--- src/rtl/doraemon_result_tally_pkg.sv ---
// doraemon_result_tally_pkg: shared widths, in_data field positions and FSM encoding
package doraemon_result_tally_pkg;
   localparam int NUM_DOORS     = 5;
   localparam int DOOR_W        = 3;
   localparam int ID_W          = 5;
   localparam int CNT_W_DEFAULT = 13;
   localparam int DOOR_HI       = 7;
   localparam int DOOR_LO       = 5;
   localparam int ID_HI         = 4;
   localparam int ID_LO         = 0;
   typedef enum logic [1:0] {
      IDLE    = 2'd0,
      COLLECT = 2'd1,
      DUMP    = 2'd2,
      DONE    = 2'd3
   } state_t;
endpackage

--- src/rtl/doraemon_result_tally_cell.sv ---
// door_tally_cell: saturating hit counter plus last-id register for one door
module door_tally_cell
   import doraemon_result_tally_pkg::*;
#(
   parameter int CNT_W = CNT_W_DEFAULT
) (
   input  logic             clk2,
   input  logic             rst,
   input  logic             clear,
   input  logic             hit,
   input  logic [ID_W-1:0]  id,
   output logic [CNT_W-1:0] count,
   output logic [ID_W-1:0]  last_id
);
   logic [CNT_W-1:0] count_q, count_d;
   logic [ID_W-1:0]  last_id_q, last_id_d;
   always_comb begin
      count_d   = clear ? '0 : (hit && count_q != '1) ? count_q + 1'b1 : count_q;
      last_id_d = clear ? '0 : hit ? id : last_id_q;
   end
   always_ff @(posedge clk2) begin
      if (rst) begin
         count_q   <= '0;
         last_id_q <= '0;
      end else begin
         count_q   <= count_d;
         last_id_q <= last_id_d;
      end
   end
   assign count   = count_q;
   assign last_id = last_id_q;
endmodule

--- src/rtl/doraemon_result_tally.sv ---
// doraemon_result_tally: tallies door selections per run, then dumps a 5-entry summary
module doraemon_result_tally
   import doraemon_result_tally_pkg::*;
#(
   parameter int TOTAL = 5996,
   parameter int CNT_W = CNT_W_DEFAULT
) (
   input  logic              clk2,
   input  logic              rst,
   input  logic              in_valid,
   input  logic [7:0]        in_data,
   input  logic              dump_ready,
   output logic              dump_valid,
   output logic [DOOR_W-1:0] dump_door,
   output logic [CNT_W-1:0]  dump_count,
   output logic [ID_W-1:0]   dump_last_id,
   output logic              done,
   output logic              busy,
   output logic              err_door,
   output logic              err_overflow
);
   localparam int TOT_W = $clog2(TOTAL + 1);
   localparam logic [TOT_W-1:0] LAST = TOT_W'(TOTAL - 1);
   state_t            state_q, state_d;
   logic [TOT_W-1:0]  total_q, total_d;
   logic [DOOR_W-1:0] idx_q, idx_d;
   logic              err_door_q, err_door_d, err_ovf_q, err_ovf_d;
   logic              accept, clear, take;
   logic [DOOR_W-1:0] door;
   logic [ID_W-1:0]   id;
   logic [CNT_W-1:0]  cnt [NUM_DOORS];
   logic [ID_W-1:0]   lid [NUM_DOORS];
   assign door   = in_data[DOOR_HI:DOOR_LO];
   assign id     = in_data[ID_HI:ID_LO];
   assign accept = in_valid && (state_q == IDLE || state_q == COLLECT);
   assign clear  = state_q == DONE;
   assign take   = dump_valid && dump_ready;
   for (genvar i = 0; i < NUM_DOORS; i++) begin : g_cell
      door_tally_cell #(.CNT_W(CNT_W)) u_cell (
         .clk2    (clk2),
         .rst     (rst),
         .clear   (clear),
         .hit     (accept && door == DOOR_W'(i)),
         .id      (id),
         .count   (cnt[i]),
         .last_id (lid[i])
      );
   end
   // Beats arriving outside IDLE/COLLECT are exactly the dropped ones.
   always_comb begin
      total_d    = clear ? '0 : total_q + TOT_W'(accept);
      idx_d      = clear ? '0 : idx_q + DOOR_W'(take);
      err_door_d = err_door_q | (accept && door >= DOOR_W'(NUM_DOORS));
      err_ovf_d  = err_ovf_q | (in_valid && !accept);
      state_d    = accept ? (total_q == LAST ? DUMP : COLLECT)
                 : (take && idx_q == DOOR_W'(NUM_DOORS - 1)) ? DONE
                 : clear ? IDLE : state_q;
   end
   always_ff @(posedge clk2) begin
      if (rst) begin
         state_q    <= IDLE;
         total_q    <= '0;
         idx_q      <= '0;
         err_door_q <= 1'b0;
         err_ovf_q  <= 1'b0;
      end else begin
         state_q    <= state_d;
         total_q    <= total_d;
         idx_q      <= idx_d;
         err_door_q <= err_door_d;
         err_ovf_q  <= err_ovf_d;
      end
   end
   assign dump_valid   = state_q == DUMP;
   assign dump_door    = dump_valid ? idx_q : '0;
   assign dump_count   = dump_valid ? cnt[idx_q] : '0;
   assign dump_last_id = dump_valid ? lid[idx_q] : '0;
   assign done         = state_q == DONE;
   assign busy         = state_q == COLLECT || state_q == DUMP;
   assign err_door     = err_door_q;
   assign err_overflow = err_ovf_q;
endmodule

--- config.mk ---
export PLATFORM = sky130hd
export DESIGN_NAME = doraemon_result_tally
export DESIGN_NICKNAME = d
export VERILOG_FILES = /design/src/rtl/doraemon_result_tally_pkg.sv /design/src/rtl/doraemon_result_tally_cell.sv /design/src/rtl/doraemon_result_tally.sv
export SDC_FILE = /design/constraint.sdc
export NUM_CORES = 1
export LEC_CHECK = 0
export BUFFER_PORTS_ARGS = -buffer_cell sky130_fd_sc_hd__buf_2
export CAP_MARGIN = 0
export CORE_ASPECT_RATIO = 1.5
export CORE_UTILIZATION = 61
export CTS_CLUSTER_DIAMETER = 120
export DETAILED_ROUTE_END_ITERATION = 10
export PLACE_DENSITY = 0.84
export SETUP_SLACK_MARGIN = 0.2
export SLEW_MARGIN = 20
export SYNTH_ARGS = -nofsm -noshare
export SYNTH_HDL_FRONTEND = slang
export SYNTH_SLANG_ARGS = --single-unit
--- constraint.sdc ---
create_clock -name clk2 -period 2.41 [get_ports clk2]
set_input_delay 0.482 -clock clk2 [delete_from_list [all_inputs] [get_ports clk2]]
set_output_delay 0.482 -clock clk2 [all_outputs]
set_load 0.02 [all_outputs]
After elaboration in Yosys (flattened, before gate mapping)
Cells that the tools add are included.
{"block": "word_totals", "wordCells": 76, "output_inout_bits": 26, "regBits": 110, "in_bits": 12}
{"block": "op_classes", "eq_ne": 14, "n_reduce_logical": 22, "addsub": 7, "order_cmp": 2, "n_mux": 13, "n_bitwise": 3}
{"op": "$add 13x1->13 const B", "count": 5}
{"op": "$ne 13x13->1 const B", "count": 5}
{"op": "$bmux 13 s3", "count": 1}
{"op": "$mux 13", "count": 3}
{"op": "$bmux 5 s3", "count": 1}
{"op": "$logic_and 1x1->1", "count": 15}
{"op": "$mux 5", "count": 3}
{"op": "$add 13x1->13", "count": 1}
{"op": "$eq 13x13->1 const B", "count": 1}
{"op": "$mux 2", "count": 4}
{"op": "$eq 3x2->1 const B", "count": 2}
{"op": "$eq 3x3->1 const B", "count": 2}
{"op": "$eq 2x2->1 const B", "count": 2}
{"op": "$ge 4x4->1 const B", "count": 1}
{"op": "$not 3->4", "count": 1}
{"op": "$add 3x1->3", "count": 1}
{"op": "$eq 3x1->1 const B", "count": 1}
{"op": "$ge 3x3->1 const B", "count": 1}
{"op": "$logic_not 3->1", "count": 1}
{"op": "$mux 3", "count": 1}
{"op": "$reduce_bool 3->1", "count": 1}
{"op": "$eq 2x1->1 const B", "count": 1}
{"op": "$logic_not 2->1", "count": 1}
{"op": "$logic_or 1x1->1", "count": 2}
{"op": "other kinds (3)", "count": 4}

Logic depth before layout (Yosys ltp)
{"block": "depth", "depth_word": 6, "mapped_depth": 10, "depth_no_buf": 10}

Cells and area by module
Synthesis repeated with hierarchy kept, for this count alone.
{"block": "unflattened", "cells_unflattened": 634, "area_unflattened_um2": 5781.8}
{"mod": "door_tally_cell", "cells_each": 91, "instances": 5, "area_per_inst_um2": 812.0, "seq_area_each_um2": 360.3}
{"mod": "doraemon_result_tally", "cells_each": 179, "instances": 1, "area_per_inst_um2": 1721.7, "seq_area_each_um2": 400.4}

Worst setup path before layout
No wires, ideal clock.
{"block": "synth_path", "path_kind": "reg-to-reg", "start": "register state_q[1]", "end": "register total_q[12]", "t_required_ns": 2.282, "setup_time_ns": 0.128, "synth_period_minus_slack_ns": 2.171, "slack_ns": 0.239, "stages_incl_launch_ff": 11, "n_path_buf": 0, "t_arrival_ns": 2.043, "path_cell_list": "dfxtp_1 -> inv_1 -> ha_1 -> o21ai_0 -> clkinv_1 -> ha_1 -> ha_1 -> nand4_1 -> nor4_1 -> xnor2_1 -> nor2_1"}
{"block": "synth_between", "elab_chain_cells": 4, "word_cells_on_any_way": 7, "classes_between": "add/sub (1); eq/ne (2); reduce/logical (4)"}
{"element": "start, declared", "line": "doraemon_result_tally.sv:24", "rtl": "state_t state_q, state_d;"}
{"element": "start signal, assigned", "line": "doraemon_result_tally.sv:67", "rtl": "state_q <= state_d;"}
{"element": "$eq 2x1->1 or $logic_not 2->1 (tied branches)", "line": "doraemon_result_tally.sv:35", "rtl": "assign accept = in_valid && (state_q == IDLE || state_q == COLLECT);"}
{"element": "$logic_or 1x1->1", "line": "doraemon_result_tally.sv:35"}
{"element": "$logic_and 1x1->1", "line": "doraemon_result_tally.sv:35"}
{"element": "$add 13x1->13", "line": "doraemon_result_tally.sv:51", "rtl": "total_d = clear ? '0 : total_q + TOT_W'(accept);"}
{"element": "end signal, assigned", "line": "doraemon_result_tally.sv:68", "rtl": "total_q <= total_d;"}
{"element": "end, declared", "line": "doraemon_result_tally.sv:25", "rtl": "logic [TOT_W-1:0] total_q, total_d;"}
Parallel ways exist; a longest one is shown, timed or not.
A chain may end at the register's enable or synchronous reset.

Final worst setup path
{"block": "layout_path", "start": "register idx_q[0]", "end": "output port dump_count[6]"}
{"block": "layout_between", "elab_chain_cells": 5}
{"element": "start, declared", "line": "doraemon_result_tally.sv:26", "rtl": "logic [DOOR_W-1:0] idx_q, idx_d;"}
{"element": "start signal, assigned", "line": "doraemon_result_tally.sv:69", "rtl": "idx_q <= idx_d;"}
{"element": "$not 3->4 (not written as such)", "line": "doraemon_result_tally.sv:76", "rtl": "assign dump_count = dump_valid ? cnt[idx_q] : '0;"}
{"element": "$bmux 13 s3", "line": "doraemon_result_tally.sv:76"}
{"element": "$mux 13 (not written as such) (2 in a row)", "line": "doraemon_result_tally.sv:76"}
{"element": "$mux 13", "line": "doraemon_result_tally.sv:76"}
{"element": "end, declared", "line": "doraemon_result_tally.sv:15", "rtl": "output logic [CNT_W-1:0] dump_count,"}
No other way between the ends. The select of a mux whose other input is x is not followed.

==> results.cfg <==
[outcome]
status = complete, no violations

[detailed_routing]
drtIter0Drc = 506
postRouteWirelength_um = 15820
drtAntennaViolNets = 0
vias = 5625
drt_pass1_iterations = 5
avgViaCountPerCell = 6.745
wl_per_cell_um = 18.97
drc = 0

[sta]
fin_skew_ns = 0.006685
setup_violations = 0
rsz0062_at_grt = yes
min_period_over_period_pct = 96.39
finalHoldViolCount = 0
relSlewSlack_pct = 34.86
maxSlewViolCount = 0
max_freq_mhz = 430.5
min_period_ns = 2.323
tightestPinTransition_ns = 0.9696
setup_total_negative_slack_ns = 0

[placement]
port_buffers = 37
dp_hpwl_um = 11320
dp_cells = 817
gp_congestion = 0.9029

[layout]
final_cell_mix = dfxtp_1, nand2_1, a21oi_1
drive_gt1_share_pct = 18.42
instances_no_fill = 834
nNetsFinal = 742
synthToLayoutAreaGrowth_pct = 14.84
final_common_cell = dfxtp_1
antenna_cells = 0

[global_routing]
first_global_vias = 5533
grt.total_usage_pct = 33.21
grt_max_degree = 52
antenna_found_initial = 0
grt_pass1_wl_um = 25390
grt_overflow = 0

[floorplan]
die_w_um = 82.14
die_area_mm2 = 0.01004
io_pins = 38
die_y_um = 122.2
start_util_pct = 63.13
rows = 43
coreArea_mm2 = 0.009308

[flow_run]
maxCapViolCount = 0

[logic_synthesis]
synth_seq_cells = 110
syn_area_mm2 = 0.005876
synth_flop_cell = dfxtp_1
synth_xor_xnor_area_share_pct = 1.640
synth_nets = 706
synth_compound_area_share_pct = 17.08
synth_fa_ha_area_share_pct = 2.768
synth_cells = 681
syn_area_per_cell_um2 = 8.628
yosys_warnings = 0
async_flop_share_pct = 0
synthMuxAreaShare_pct = 9.455
ys_seq_area_share_pct = 37.48
ys_types = 51
synth_simple_gate_area_share_pct = 27.73
synth_edf_count = 0
synth_top_family_by_area = simple AND/OR/NAND/NOR gates

[clock_tree]
clkTransAtPathRegs_ns = 0.07
clockRootBuffer = clkbuf_16
clockBufferDepth = 2
insertion_delay_ns = 0.35
cts.sinks = 110
htree_num_levels = 3
cts_buffers = 9
postCtsHoldBufs = 0
cts_tree = built

[worst_setup_path]
critPathLaunchType = flop
critPathCaptureType = output pin
cp.arrival_ns = 1.84
max_stage_delay_ns = 0.54
path_buf_inv = 2
crit_chain = buf_16 -> mux4_2 -> a22oi_2 -> nor2b_1 -> buf_2
crit_type = flop to output pin
cp_slowest_cell = mux4_2
worstPathRequired_ns = 1.93
cp_max_fo = 8
cp_top_family = multiplexers

[pwr]
power_density_mw_per_mm2 = 510.8
p_leak_nw = 2.256
ir_drop_v = 0.0003853

[hold_path]
hp-class = input pin to flop
==> state kept, by name (all words and copies together), names as in the netlist <==
register and count:
g_cell.u_cell.count 65, err_overflow 1, g_cell.u_cell.last_id 25, idx_q 3, total_q 13, err_door 1, state_q 2
==> synth_stat cells (11+ instances only) <==
| cell type | count | area share (%) |
|---|---|---|
| mux2i_1 | 15 | 2.6 |
| ha_1 | 13 | 2.8 |
| o21ai_0 | 18 | 1.5 |
| nand3_1 | 26 | 2.2 |
| clkbuf_1 | 30 | 1.9 |
| inv_1 | 14 | 0.89 |
| and3_1 | 11 | 1.2 |
| nor2_1 | 35 | 2.2 |
| nand2_1 | 80 | 5.1 |
| nor2b_1 | 20 | 2.1 |
| or4_1 | 23 | 2.9 |
| mux4_2 | 18 | 6.9 |
| or3_1 | 20 | 2.1 |
| o31ai_1 | 20 | 2.6 |
| and4_1 | 11 | 1.6 |
| dfxtp_1 | 110 | 37 |
| a21oi_1 | 68 | 5.8 |
| nand4_1 | 19 | 2.0 |
| nor4_1 | 13 | 1.4 |
| a22oi_1 | 18 | 2.3 |
| and2_1 | 16 | 1.7 |
==> through the flow <==
stage               hold slack [ns]  power, mW  cell area, um2  setup WS (ns)  util (%)
global placement             0.4379      2.044            6292         0.1883     67.60
detailed placement           0.4471      2.053            6292         0.1157     67.60
finish                       0.4112      3.447            6748        0.08698     72.50
floorplan                    0.4331      1.990            5876         0.2393         -
global route                 0.4191      3.542            6748        0.04127     72.50
CTS                          0.4016      3.452            6660        0.08941     71.56
==> final timing paths <==
| path | start | to | slack (ns) | cells after the start |
|---|---|---|---|---|
| max | idx_q[0]$_SDFF_PP0_ | dump_count[6] | 0.09 | 5 |
| min | in_data[3] | g_cell[4].u_cell.last_id[3]$_SDFFE_PP0P_ | 0.41 | 3 |
| max reg2reg | state_q[1]$_SDFFE_PP0P_ | g_cell[0].u_cell.count[5]$_SDFFE_PP0P_ | 0.27 | 7 |
| min reg2reg | g_cell[2].u_cell.last_id[3]$_SDFFE_PP0P_ | g_cell[2].u_cell.last_id[3]$_SDFFE_PP0P_ | 0.46 | 2 |
==> report_power, final <==
part	internal, mW	switching (mW)	leakage (nW)
logic	0.0628	0.113	1.23
registers	1.83	0.0159	0.890
clock network	0.719	0.703	0.135
total	2.61	0.833	2.26
==> final cells by class <==
cell class                      count  area (um2)
Timing Repair Buffer               65       476.7
Inverter                           16       61.31
Clock buffer                       10       229.0
Clock inverter                      6       53.80
Multi-Input combinational cell    515        3576
Fill cell                         674        2560
Tap cell                          112       140.1
Sequential cell                   110        2211
==> worst reg2reg max path, stage by stage, from the launching register on <==
cell and delay (ns):
dfxtp_2 0.35, inv_2 0.11, ha_4 0.18, nor2_4 0.07, or4_4 0.50, buf_12 0.17, or4_1 0.51, a21oi_1 0.17
==> per-layer routing <==
layer	up-vias	wire length [um]	GRT usage, %	share of wire, %
met5	-	0	0	0
met4	0	510	15.35	3.2
met3	47	947	6.142	6.0
met2	205	8470	60.38	54
met1	2731	5889	35.97	37
li1	2642	-	-	-
==> cells by family after synthesis <==
kind of cell / after synthesis
flip-flops: 110
adder cells (fa/ha/maj): 13
multiplexers: 33
buffers and inverters: 56
AND/OR/NAND/NOR: 299
XOR/XNOR: 11
AO/OA/AOI/OAI: 159
==> timing repair <==
item,in CTS,in global routing
cloned,1,0
pin swaps,0,4
resized for setup,18,22
setup endpoints to repair,29,34
setup buffers,0,0
Power figures use the tool's default switching activity.
